==> src/rtl/multicycle_control_pkg.sv <==
// Shared definitions for the multicycle MIPS control sequencer:
// opcode constants, state encodings, control field codes and the
// control-word bundle passed from the output decoder to the top.
package multicycle_control_pkg;

  // Opcode field values (IR[31:26])
  localparam logic [5:0] OP_R_FORMAT = 6'h00;
  localparam logic [5:0] OP_LW       = 6'h23;
  localparam logic [5:0] OP_SW       = 6'h2B;
  localparam logic [5:0] OP_BEQ      = 6'h04;
  localparam logic [5:0] OP_J        = 6'h02;

  // ALU B input select
  localparam logic [1:0] ALU_B_RT      = 2'b00;
  localparam logic [1:0] ALU_B_FOUR    = 2'b01;
  localparam logic [1:0] ALU_B_IMM     = 2'b10;
  localparam logic [1:0] ALU_B_IMM_SH2 = 2'b11;

  // ALU operation select
  localparam logic [1:0] ALU_OP_ADD   = 2'b00;
  localparam logic [1:0] ALU_OP_SUB   = 2'b01;
  localparam logic [1:0] ALU_OP_FUNCT = 2'b10;

  // PC source select
  localparam logic [1:0] PC_SRC_ALU    = 2'b00;
  localparam logic [1:0] PC_SRC_ALUOUT = 2'b01;
  localparam logic [1:0] PC_SRC_JUMP   = 2'b10;

  // Sequencer states; encodings are fixed so traces stay comparable
  typedef enum logic [3:0] {
    ST_FETCH     = 4'd0,
    ST_DECODE    = 4'd1,
    ST_MEM_ADDR  = 4'd2,
    ST_MEM_READ  = 4'd3,
    ST_MEM_WB    = 4'd4,
    ST_MEM_WRITE = 4'd5,
    ST_EXECUTE   = 4'd6,
    ST_R_WB      = 4'd7,
    ST_BRANCH    = 4'd8,
    ST_JUMP      = 4'd9
  } state_t;

  // Datapath control word
  typedef struct packed {
    logic       pc_write;
    logic       pc_write_cond;
    logic       i_or_d;
    logic       mem_read;
    logic       mem_write;
    logic       ir_write;
    logic       mem_to_reg;
    logic       reg_dst;
    logic       reg_write_enable;
    logic       alu_src_a;
    logic [1:0] alu_src_b;
    logic [1:0] alu_op;
    logic [1:0] pc_source;
  } ctrl_t;

  // Load or store: both go through the address-computation phase
  function automatic logic is_mem_op(input logic [5:0] op);
    return (op == OP_LW) || (op == OP_SW);
  endfunction

endpackage

==> src/rtl/multicycle_output_decode.sv <==
// Moore output decoder: maps the sequencer state (plus mem_ready for
// the fetch commit) to the datapath control word. Purely combinational.
// Optional feature macro: MULTICYCLE_JUMP_EN (builds the JUMP outputs).
module multicycle_output_decode
  import multicycle_control_pkg::*;
(
  input  state_t     i_state,
  input  logic       i_mem_ready,
  output ctrl_t      o_ctrl
);

  // Control word per state; everything not named for a state stays 0
  always_comb begin
    o_ctrl           = '0;
    o_ctrl.alu_src_b = ALU_B_RT;
    o_ctrl.alu_op    = ALU_OP_ADD;
    o_ctrl.pc_source = PC_SRC_ALU;
    case (i_state)
      ST_FETCH: begin
        // PC and IR commit only in the cycle the memory returns data
        o_ctrl.mem_read  = 1'b1;
        o_ctrl.alu_src_b = ALU_B_FOUR;
        o_ctrl.pc_write  = i_mem_ready;
        o_ctrl.ir_write  = i_mem_ready;
      end
      ST_DECODE: begin
        // Speculative branch target into ALUOut
        o_ctrl.alu_src_b = ALU_B_IMM_SH2;
      end
      ST_MEM_ADDR: begin
        o_ctrl.alu_src_a = 1'b1;
        o_ctrl.alu_src_b = ALU_B_IMM;
      end
      ST_MEM_READ: begin
        o_ctrl.mem_read = 1'b1;
        o_ctrl.i_or_d   = 1'b1;
      end
      ST_MEM_WB: begin
        o_ctrl.reg_write_enable = 1'b1;
        o_ctrl.mem_to_reg       = 1'b1;
      end
      ST_MEM_WRITE: begin
        o_ctrl.mem_write = 1'b1;
        o_ctrl.i_or_d    = 1'b1;
      end
      ST_EXECUTE: begin
        o_ctrl.alu_src_a = 1'b1;
        o_ctrl.alu_op    = ALU_OP_FUNCT;
      end
      ST_R_WB: begin
        o_ctrl.reg_write_enable = 1'b1;
        o_ctrl.reg_dst          = 1'b1;
      end
      ST_BRANCH: begin
        o_ctrl.alu_src_a     = 1'b1;
        o_ctrl.alu_op        = ALU_OP_SUB;
        o_ctrl.pc_write_cond = 1'b1;
        o_ctrl.pc_source     = PC_SRC_ALUOUT;
      end
`ifdef MULTICYCLE_JUMP_EN
      ST_JUMP: begin
        o_ctrl.pc_write  = 1'b1;
        o_ctrl.pc_source = PC_SRC_JUMP;
      end
`endif
      default: begin
        o_ctrl = '0;
      end
    endcase
  end

endmodule

==> src/rtl/multicycle_control.sv <==
// Multicycle MIPS control sequencer: state register, next-state logic,
// illegal-opcode pulse and retired-instruction counter. Control outputs
// come from multicycle_output_decode and are forced to 0 during reset.
// Optional feature macro: MULTICYCLE_JUMP_EN (J opcode and JUMP state).
module multicycle_control
  import multicycle_control_pkg::*;
#(
  parameter int CNT_W = 32
) (
  input  logic             clk,
  input  logic             reset,
  input  logic [5:0]       operation,
  input  logic             mem_ready,
  output logic             pc_write,
  output logic             pc_write_cond,
  output logic             i_or_d,
  output logic             mem_read,
  output logic             mem_write,
  output logic             ir_write,
  output logic             mem_to_reg,
  output logic             reg_dst,
  output logic             reg_write_enable,
  output logic             alu_src_a,
  output logic [1:0]       alu_src_b,
  output logic [1:0]       alu_op,
  output logic [1:0]       pc_source,
  output logic             illegal_op,
  output logic [CNT_W-1:0] retired
);

  state_t           r_state;
  state_t           w_next_state;
  logic             w_illegal;
  logic             w_retire;
  logic [CNT_W-1:0] r_retired;
  ctrl_t            w_ctrl;

  multicycle_output_decode u_output_decode (
    .i_state     (r_state),
    .i_mem_ready (mem_ready),
    .o_ctrl      (w_ctrl)
  );

  // State register; reset aborts any instruction in flight
  always_ff @(posedge clk) begin
    if (reset) begin
      r_state <= ST_FETCH;
    end else begin
      r_state <= w_next_state;
    end
  end

  // Next state, illegal-opcode detection and retire strobe
  always_comb begin
    w_next_state = r_state;
    w_illegal    = 1'b0;
    w_retire     = 1'b0;
    case (r_state)
      ST_FETCH: begin
        if (mem_ready) begin
          w_next_state = ST_DECODE;
        end else begin
          w_next_state = ST_FETCH;
        end
      end
      ST_DECODE: begin
        if (is_mem_op(operation)) begin
          w_next_state = ST_MEM_ADDR;
        end else if (operation == OP_R_FORMAT) begin
          w_next_state = ST_EXECUTE;
        end else if (operation == OP_BEQ) begin
          w_next_state = ST_BRANCH;
`ifdef MULTICYCLE_JUMP_EN
        end else if (operation == OP_J) begin
          w_next_state = ST_JUMP;
`endif
        end else begin
          // Unsupported opcode: drop it without counting it as retired
          w_next_state = ST_FETCH;
          w_illegal    = 1'b1;
        end
      end
      ST_MEM_ADDR: begin
        if (operation == OP_LW) begin
          w_next_state = ST_MEM_READ;
        end else if (operation == OP_SW) begin
          w_next_state = ST_MEM_WRITE;
        end else begin
          w_next_state = ST_FETCH;
        end
      end
      ST_MEM_READ: begin
        if (mem_ready) begin
          w_next_state = ST_MEM_WB;
        end else begin
          w_next_state = ST_MEM_READ;
        end
      end
      ST_MEM_WB: begin
        w_next_state = ST_FETCH;
        w_retire     = 1'b1;
      end
      ST_MEM_WRITE: begin
        if (mem_ready) begin
          w_next_state = ST_FETCH;
          w_retire     = 1'b1;
        end else begin
          w_next_state = ST_MEM_WRITE;
        end
      end
      ST_EXECUTE: begin
        w_next_state = ST_R_WB;
      end
      ST_R_WB: begin
        w_next_state = ST_FETCH;
        w_retire     = 1'b1;
      end
      ST_BRANCH: begin
        w_next_state = ST_FETCH;
        w_retire     = 1'b1;
      end
`ifdef MULTICYCLE_JUMP_EN
      ST_JUMP: begin
        w_next_state = ST_FETCH;
        w_retire     = 1'b1;
      end
`endif
      default: begin
        w_next_state = ST_FETCH;
      end
    endcase
  end

  // Retired-instruction counter, wraps naturally at 2^CNT_W
  always_ff @(posedge clk) begin
    if (reset) begin
      r_retired <= '0;
    end else if (w_retire) begin
      r_retired <= r_retired + CNT_W'(1);
    end else begin
      r_retired <= r_retired;
    end
  end

  // Drive outputs; reset forces every control and the count to 0
  always_comb begin
    if (reset) begin
      pc_write         = 1'b0;
      pc_write_cond    = 1'b0;
      i_or_d           = 1'b0;
      mem_read         = 1'b0;
      mem_write        = 1'b0;
      ir_write         = 1'b0;
      mem_to_reg       = 1'b0;
      reg_dst          = 1'b0;
      reg_write_enable = 1'b0;
      alu_src_a        = 1'b0;
      alu_src_b        = 2'b00;
      alu_op           = 2'b00;
      pc_source        = 2'b00;
      illegal_op       = 1'b0;
      retired          = '0;
    end else begin
      pc_write         = w_ctrl.pc_write;
      pc_write_cond    = w_ctrl.pc_write_cond;
      i_or_d           = w_ctrl.i_or_d;
      mem_read         = w_ctrl.mem_read;
      mem_write        = w_ctrl.mem_write;
      ir_write         = w_ctrl.ir_write;
      mem_to_reg       = w_ctrl.mem_to_reg;
      reg_dst          = w_ctrl.reg_dst;
      reg_write_enable = w_ctrl.reg_write_enable;
      alu_src_a        = w_ctrl.alu_src_a;
      alu_src_b        = w_ctrl.alu_src_b;
      alu_op           = w_ctrl.alu_op;
      pc_source        = w_ctrl.pc_source;
      illegal_op       = w_illegal;
      retired          = r_retired;
    end
  end

endmodule

==> config.mk <==
export PLATFORM = sky130hd
export DESIGN_NAME = multicycle_control
export DESIGN_NICKNAME = d
export VERILOG_FILES = /design/src/rtl/multicycle_control_pkg.sv /design/src/rtl/multicycle_output_decode.sv /design/src/rtl/multicycle_control.sv
export SDC_FILE = /design/constraint.sdc
export NUM_CORES = 1
export LEC_CHECK = 0
export CAP_MARGIN = 20
export CORE_UTILIZATION = 45
export CTS_BUF_LIST = sky130_fd_sc_hd__clkbuf_16
export DETAILED_ROUTE_END_ITERATION = 12
export PLACE_DENSITY_LB_ADDON = 0.15
export SETUP_SLACK_MARGIN = 0.2
export SLEW_MARGIN = 20
export SYNTH_ARGS = -nofsm -noshare
export SYNTH_HDL_FRONTEND = slang
export SYNTH_SLANG_ARGS = --single-unit
==> constraint.sdc <==
create_clock -name clk -period 1.96 [get_ports clk]
set_clock_uncertainty 0.15 [all_clocks]
set_input_delay 0.392 -clock clk [delete_from_list [all_inputs] [get_ports clk]]
set_output_delay 0.392 -clock clk [all_outputs]
set_load 0.02 [all_outputs]
== After elaboration in Yosys (flattened, before gate mapping) ==
Index checks and enable logic that the tools add are counted.

* Bits in registers: 36
* Input port bits: 9
* Output and inout port bits: 49

* $add $sub $neg: 1
* Equality and inequality tests: 11
* Multiplexer cells: 41
* Reduce and logical (&&, ||, !) cells: 8

{| class="wikitable"
|+ Operator list
! kind !! number
|-
| $add 32x1->32 const B || 1
|-
| $mux 32 || 1
|-
| $mux 1 || 26
|-
| $pmux 4 s6 || 1
|-
| $eq 4x3->1 const B || 4
|-
| $eq 6x6->1 const B || 2
|-
| $mux 3 || 4
|-
| $mux 4 || 3
|-
| $eq 4x2->1 const B || 2
|-
| $eq 6x3->1 const B || 1
|-
| $logic_not 6->1 || 1
|-
| $mux 2 || 3
|-
| $pmux 2 s3 || 1
|-
| $reduce_or 2->1 || 3
|-
| $reduce_or 3->1 || 2
|-
| $eq 4x1->1 const B || 1
|-
| $eq 4x4->1 const B || 1
|-
| $logic_not 4->1 || 1
|-
| $pmux 2 s2 || 1
|-
| $pmux 1 s2 || 1
|-
| $logic_or 1x1->1 || 1
|}

== Depth between registers and ports, before layout ==
Gate-level depths: netlist (run 1).

* Word-level depth: 6
* Gate-level depth with buffers: 9
* Mapped depth without buffers: 6

== Modules after synthesis ==
Synthesis (run 1) repeated with hierarchy kept, for this count alone.

* Cells, all modules: 305
* Area, all modules: 2,431.1 µm²

{| class="wikitable"
|+ By module, submodules not included
! module !! instances !! cells each !! area an instance (µm²) !! seq. area each (µm²)
|-
| multicycle_control || 1 || 279 || 2,230.9 || 720.7
|-
| multicycle_output_decode || 1 || 26 || 200.2 || 0.0
|}

== Worst setup path before layout (run 1) ==
No wires, ideal clock.

* Path kind: register to output
* From: register r_state[2]
* To: output port pc_write
* Arrival time: 2,092 ps
* Slack: -674 ps
* Cell stages (with the launch flop): 5
* Path buffers: 2
* Path through: dfxtp_1 clkbuf_1 or3_1 nor4b_1 buf_4

* Cells in the longest elaborated chain, start to end: 3

{| class="wikitable"
|+ Ends and longest elaborated chain
! what !! RTL line !! source
|-
| from (decl) || multicycle_control.sv:31 || <nowiki>state_t r_state;</nowiki>
|-
| from (signal assigned) || multicycle_control.sv:49 || <nowiki>r_state <= w_next_state;</nowiki>
|-
| $logic_not 4->1 || n/a ||
|-
| $mux 1 (2 in series) || n/a ||
|-
| to (decl) || multicycle_control.sv:14 || <nowiki>output logic pc_write,</nowiki>
|}

Every way passes these cells.

== Worst setup path in the final report (run 1) ==
* From: register r_state[1]
* To: register r_retired[23]

* Cells in the longest elaborated chain, start to end: 3
* Elaborated cells between the ends (all ways): 6

{| class="wikitable"
|+ Ends and longest elaborated chain
! what !! RTL line !! source
|-
| $eq 4x4->1 / $eq 4x3->1 (equally long branches) || multicycle_control.sv:58 || <nowiki>case (r_state)</nowiki>
|-
| $reduce_or 3->1 (no source line) || n/a ||
|-
| $pmux 1 s2 (*) || multicycle_control.sv:58 ||
|-
| to (signal assigned) || multicycle_control.sv:139 || <nowiki>r_retired <= r_retired + CNT_W'(1);</nowiki>
|-
| to (signal assigned) || multicycle_control.sv:141 || <nowiki>r_retired <= r_retired;</nowiki>
|-
| to (decl) || multicycle_control.sv:35 || <nowiki>logic [CNT_W-1:0] r_retired;</nowiki>
|}

Mark *: on every way between the ends. The rest lies on a longest branch, timed or not.
A chain may end at the register's enable or synchronous reset.

==> results of run 1 <==
## area by class of cell
| class | count | area share, % |
|---|---|---|
| inverters | 8 | 0.698 |
| clock buffers | 6 | 3.49 |
| repair buffers | 152 | 29.5 |
| flip-flops and latches | 36 | 17.7 |
| well taps | 67 | 1.95 |
| clock inverters | 2 | 0.174 |
| multi-input cells | 232 | 46.5 |
## per-stage QoR
stage | hold slack [ns] | TNS, ns | instance area (µm²) | worst slack [ns] | util (%)
4_1_cts | 0.332 | -0.0959 | 3850 | -0.0328 | 79.4
6_report | 0.372 | -1.47 | 4300 | -0.149 | 88.7
3_3_place_gp | 0.317 | -16.23 | 3440 | -0.697 | 71.0
3_5_place_dp | 0.323 | -18.63 | 3440 | -0.752 | 71.0
5_1_grt | 0.393 | -2.70 | 4300 | -0.196 | 88.7
2_1_floorplan | 0.302 | -0.00714 | 2490 | -0.00714 | -
## synth_stat cells, drive strengths merged (8+ instances only)
master  number
nand2       19
inv          8
o21ai       14
nor2b       29
a21oi       18
dfxtp       36
clkbuf       9
xor2        13
buf         10
nand3       10
or3         12
nor3         8
nand4       12
nor2        39
## layer usage
layer	vias to the layer above	wire (µm)	GRT usage (%)	part of all wire, %
met5	-	0	0	0
met4	0	750	15.4	7.0
met3	85	786	6.58	7.3
met2	242	5380	54.0	50
met1	1460	3790	34.7	35
li1	1324	-	-	-
## worst max-delay path, stage by stage (launching register included)
cell	delay [ns]
dfxtp_4	0.40
buf_4	0.13
nand2_1	0.15
a21oi_4	0.22
buf_6	0.12
o2111ai_4	0.15
nor4_2	0.30
mux2_2	0.36
## registers in the layout (all words and copies together) (netlist names)
signal     cells
r_retired     32
r_state        4
## final timing paths
kind / startpoint / to / slack (ns) / cells past startpoint
worst max-delay path: r_state[1]$_SDFF_PP0_ / r_retired[23]$_SDFFE_PP0P_ / -0.15 / 7
worst min-delay path: r_retired[3]$_SDFFE_PP0P_ / r_retired[3]$_SDFFE_PP0P_ / 0.37 / 2
worst max register to register: r_state[1]$_SDFF_PP0_ / r_retired[23]$_SDFFE_PP0P_ / -0.15 / 7
worst min register to register: r_retired[3]$_SDFFE_PP0P_ / r_retired[3]$_SDFFE_PP0P_ / 0.37 / 2
## where the power goes
group,total (mW),leakage [nW],switching [mW],internal (mW)
Clock,0.863,0.0771,0.323,0.540
Combinational,0.189,1.46,0.108,0.0816
Sequential,0.730,0.304,0.00244,0.728
## cells in the final DEF (no fill, tap or decap), types with 5 or more instances in the layout
cell,synthesis,final
buf_2,1,27
buf_12,0,5
nor2_1,39,29
dfxtp_2,0,21
nor2b_1,29,22
a21oi_2,1,7
buf_6,1,33
o21ai_0,13,9
nor2b_2,0,6
xor2_1,13,13
buf_4,7,83
clkbuf_16,0,6
nand2_1,19,16
inv_1,8,7
nor2_2,0,5
dfxtp_1,36,11
nand4_1,9,9
or3_4,0,6
a21oi_1,17,9
nand3_1,9,8
nor2_4,0,5
or3_1,12,6
## logic make-up after synthesis
| group | count (synthesis) | synth area share, % |
|---|---|---|
| compound gates | 48 | 14.0 |
| xor+xnor | 14 | 5.28 |
| fa+ha+maj | 1 | 0.539 |
| buf+inv | 27 | 5.88 |
| flops | 36 | 31.1 |
| mux | 4 | 1.94 |
| other cells | 1 | 0.162 |
| simple gates | 164 | 41.1 |
## repair_timing
item | 4_1_cts | 5_1_grt
pin swaps | 30 | 36
setup buffers | 18 | 24
endpoints found under the setup margin | 83 | 65
hold endpoints to repair | 0 | 0
resized for setup | 279 | 92
==> run metrics, run 1 <==
Synth area leaders dfxtp_1 31%, nor2b_1 7.8%, nor2_1 6.3%; Post-Place Cells 453; peak supply drop 779 µV; wirelength, routed 10,700 µm; unrepaired setup endpoints after global routing true; largest area contributor in the netlist dfxtp_1; Setup Viol. Count Final 25; Post-Syn Nets 305; GP Congestion 0.880; P_leak around 1.8 nW; worst min path class register to register; Power Dens Cells 414 nW/µm²; Cell Count, Final, Fillers Out 503; min Tclk post-route 2.11 ns; Die X-Extent 73.8 µm; Crit Path Max Fanout 5; port bufs 56; P&R area growth vs syn 85.4%; final worst slack -0.149 ns; startpoint types register; largest net degree at the start of global routing 50; Clk pin slew, worst setup/hold paths around 0.06 ns; Via Count 3,111; filler instances 210; period utilization 108%; initial antenna violation count 0; Critical Path AT 2.14 ns; post-DP HPWL 4820 µm; # IOs between 50 and 60; number of DRC markers after the initial detailed-route iteration 313; final hold vios 0; max-slew violations 0; synth warn 0; Multi-input gate area 2000 µm²; Yosys cell types slightly above 50; # hold bufs at CTS 0; H-tree depth 2; PnR Total Power 1.78 mW; Inserted Diodes 0; drt first pass iters 5; CTS root buf clkbuf_16; WL/cell 21.3 µm; CP Capture Type register; Final ANT Viol Nets 0; TritonCTS clock tree done; mapped cell area roughly 2300 µm²; clk_lat worst skew 0.29 ns; most used flip-flop cell after synthesis dfxtp_1; vias in the first global route 2,575; Setup Crit Path Kind register to register; FF+latch area around 760 µm²; GRT Util Overall between 30% and 40%; Core ar. 4850 µm²; die area 5450 µm²; Synth Register Bits 36; Synth Instances 295; highest clock rate 0.474 GHz; Async S/R FF share, synth 0%; Synth top area share 31.1%; violated checks setup timing; Residual DRC 0; max_cap viols 0; number of flops mapped to enable cells by yosys 0; fraction of layout cells with a size suffix above 1 62.8%; initial core utilization 47.9%; outcome complete, but fails checks; CTS max path bufs 2; Vias per Instance 6.18; die height 73.8 µm; average size of a mapped cell between 7 and 8 µm²; grt ovf 0; post-synthesis sequential area ratio 31.1%; WP data required 1.99 ns; CTS buffer count 5; first-pass GRT wire length approximately 12,000 µm; Rows 25; Final nets 445; clock sink total 36
(Power assumes the default switching activity.)
==> run 2: changes to the inputs <==
--- a/config.mk
+++ b/config.mk
@@ -5,6 +5,7 @@
 export SDC_FILE = /design/constraint.sdc
 export NUM_CORES = 1
 export LEC_CHECK = 0
+export ABC_AREA = 0
 export CAP_MARGIN = 20
 export CORE_UTILIZATION = 45
 export CTS_BUF_LIST = sky130_fd_sc_hd__clkbuf_16
==> results of run 2 <==
Same layout as run 1: the final DEF is identical, and so are final timing and power.
==> run 3: changes to the inputs <==
==> constraint.sdc (replaced) <==
create_clock -name clk -period 1.96 [get_ports clk]
set_clock_uncertainty 0.15 [all_clocks]
set_input_delay 0.196 -clock clk [delete_from_list [all_inputs] [get_ports clk]]
set_output_delay 0.196 -clock clk [all_outputs]
set_load 0.02 [all_outputs]
==> run 3 against run 2 <==
Critical endpoint is now r_retired[27]$_SDFFE_PP0P_. First-iteration DRC count is 27% lower. Flip-flop and latch count stayed put. Via count is 9.7% lower. Global-route usage is 2.4 points lower. Critical path type unchanged. Highest routed layer unchanged. Total power is 7.3% lower. Clock-buffer cell count is 1 lower. Worst hold slack worse by 0.11 ns. Register-to-register slack better by 0.04 ns. The flow still finishes with violations (setup timing). Clock power is 11% lower.
==> run metrics, run 3 (synthesized netlist as in run 1, its figures left out) <==
outcome complete, but fails checks; violated checks setup timing; Power Dens Cells 406 nW/µm²; CTS max path bufs 2; Clk pin slew, worst setup/hold paths 0.06 ns; TritonCTS clock tree done; P&R area growth vs syn 75.5%; die height 73.8 µm; fraction of layout cells with a size suffix above 1 45.5%; H-tree depth 2; max_cap viols 0; drt first pass iters 5; Residual DRC 0; largest net degree at the start of global routing 35; final worst slack -0.107 ns; P_leak about 1.9 nW; wirelength, routed 8670 µm; Crit Path Max Fanout 6; period utilization 105%; min Tclk post-route 2.07 ns; highest clock rate around 0.48 GHz; Setup Crit Path Kind register to register; Rows 25; initial antenna violation count 0; first-pass GRT wire length 11,700 µm; max reg flops 32; post-DP HPWL about 4800 µm; unrepaired setup endpoints after global routing true; leading cell types in the layout, fill and taps excluded 70 x buf_4, 30 x nor2_1, 29 x nor2b_1, 29 x dlygate4sd2_1, 26 x buf_6; Core ar. 4850 µm²; WP data required about 2 ns; clock sink total 36; initial core utilization 47.9%; Die X-Extent 73.8 µm; Top Registers r_retired: 32 flops, r_state: 4 flops; max-slew violations 0; Util after Layout 84.0%; grt ovf 0; Inserted Diodes 0; GRT Util Overall 28.3%; die area 5450 µm²; worst min path class input port to register; port bufs 56; Via Count 2,808; GP Congestion 0.947; CTS buffer count 5; WL/cell 17.7 µm; Critical Path AT 2.12 ns; worst hold slack 0.263 ns; vias in the first global route roughly 2,400; commonest non-fill, non-tap cell in the layout buf_4; CP Capture Type register; Biggest register r_retired; final hold vios 0; Final ANT Viol Nets 0; number of DRC markers after the initial detailed-route iteration 230; # IOs 58; clk_lat worst skew 0.28 ns; peak supply drop 408 µV; CTS root buf clkbuf_16; Vias per Instance 5.72; startpoint types register; Final nets 433; Setup Viol. Count Final 7
[run 3: path summary, 6_finish.rpt]
path / startpoint / to / slack (ns) / cells past startpoint
worst max register to register: r_retired[16]$_SDFFE_PP0P_ / r_retired[27]$_SDFFE_PP0P_ / -0.11 / 6
worst min-delay path: operation[0] / r_state[3]$_SDFF_PP0_ / 0.26 / 4
worst min register to register: r_retired[31]$_SDFFE_PP0P_ / r_retired[31]$_SDFFE_PP0P_ / 0.34 / 2
worst max-delay path: r_retired[16]$_SDFFE_PP0P_ / r_retired[27]$_SDFFE_PP0P_ / -0.11 / 6
[run 3: report_power, final]
group	internal [mW]	switching, mW
logic	0.0644	0.0899
registers	0.729	0.00397
clock network	0.464	0.300
total	1.26	0.394
[run 3: worst max-delay path, cell delays in order, from the launching register on]
cell and delay, ns:
dfxtp_2 0.38, nand4_1 0.27, nor4_4 0.40, buf_4 0.17, nand3_1 0.10, or3_1 0.37, a21oi_1 0.14
[run 3: layout make-up]
| class | count | area, µm² |
|---|---|---|
| well taps | 67 | 83.8 |
| multi-input cells | 233 | 1840 |
| flip-flops and latches | 36 | 753 |
| clock inverters | 3 | 16.3 |
| repair buffers | 139 | 1220 |
| clock buffers | 5 | 125 |
| fillers | 264 | 776 |
| inverters | 8 | 30.0 |
[run 3: per-layer routing]
layer	part of all wire, %	track usage [%]	vias to the layer above
li1	-	-	1299
met1	40	35.0	1344
met2	52	50.1	137
met3	5.4	4.39	28
met4	2.6	8.76	0
met5	0	0	-
[run 3: timing repair]
| action | CTS | global route |
|---|---|---|
| setup buffers | 11 | 12 |
| endpoints found under the setup margin | 66 | 48 |
| gates resized for setup | 141 | 80 |
| pin swaps | 20 | 32 |
| gates cloned | 1 | 0 |
| hold buffers | 0 | 0 |
[run 3: through the flow]
stage	instance area (µm²)	setup slack (ns)	power, mW	std cells	TNS, ns
2_1_floorplan	2410	0.0488	0.821	295	0
4_1_cts	3710	0.00563	1.63	479	0
5_1_grt	4070	-0.199	1.69	491	-0.915
6_report	4070	-0.107	1.65	491	-0.280
3_3_place_gp	3390	-0.312	0.873	459	-1.84
3_5_place_dp	3390	-0.331	0.875	459	-2.06
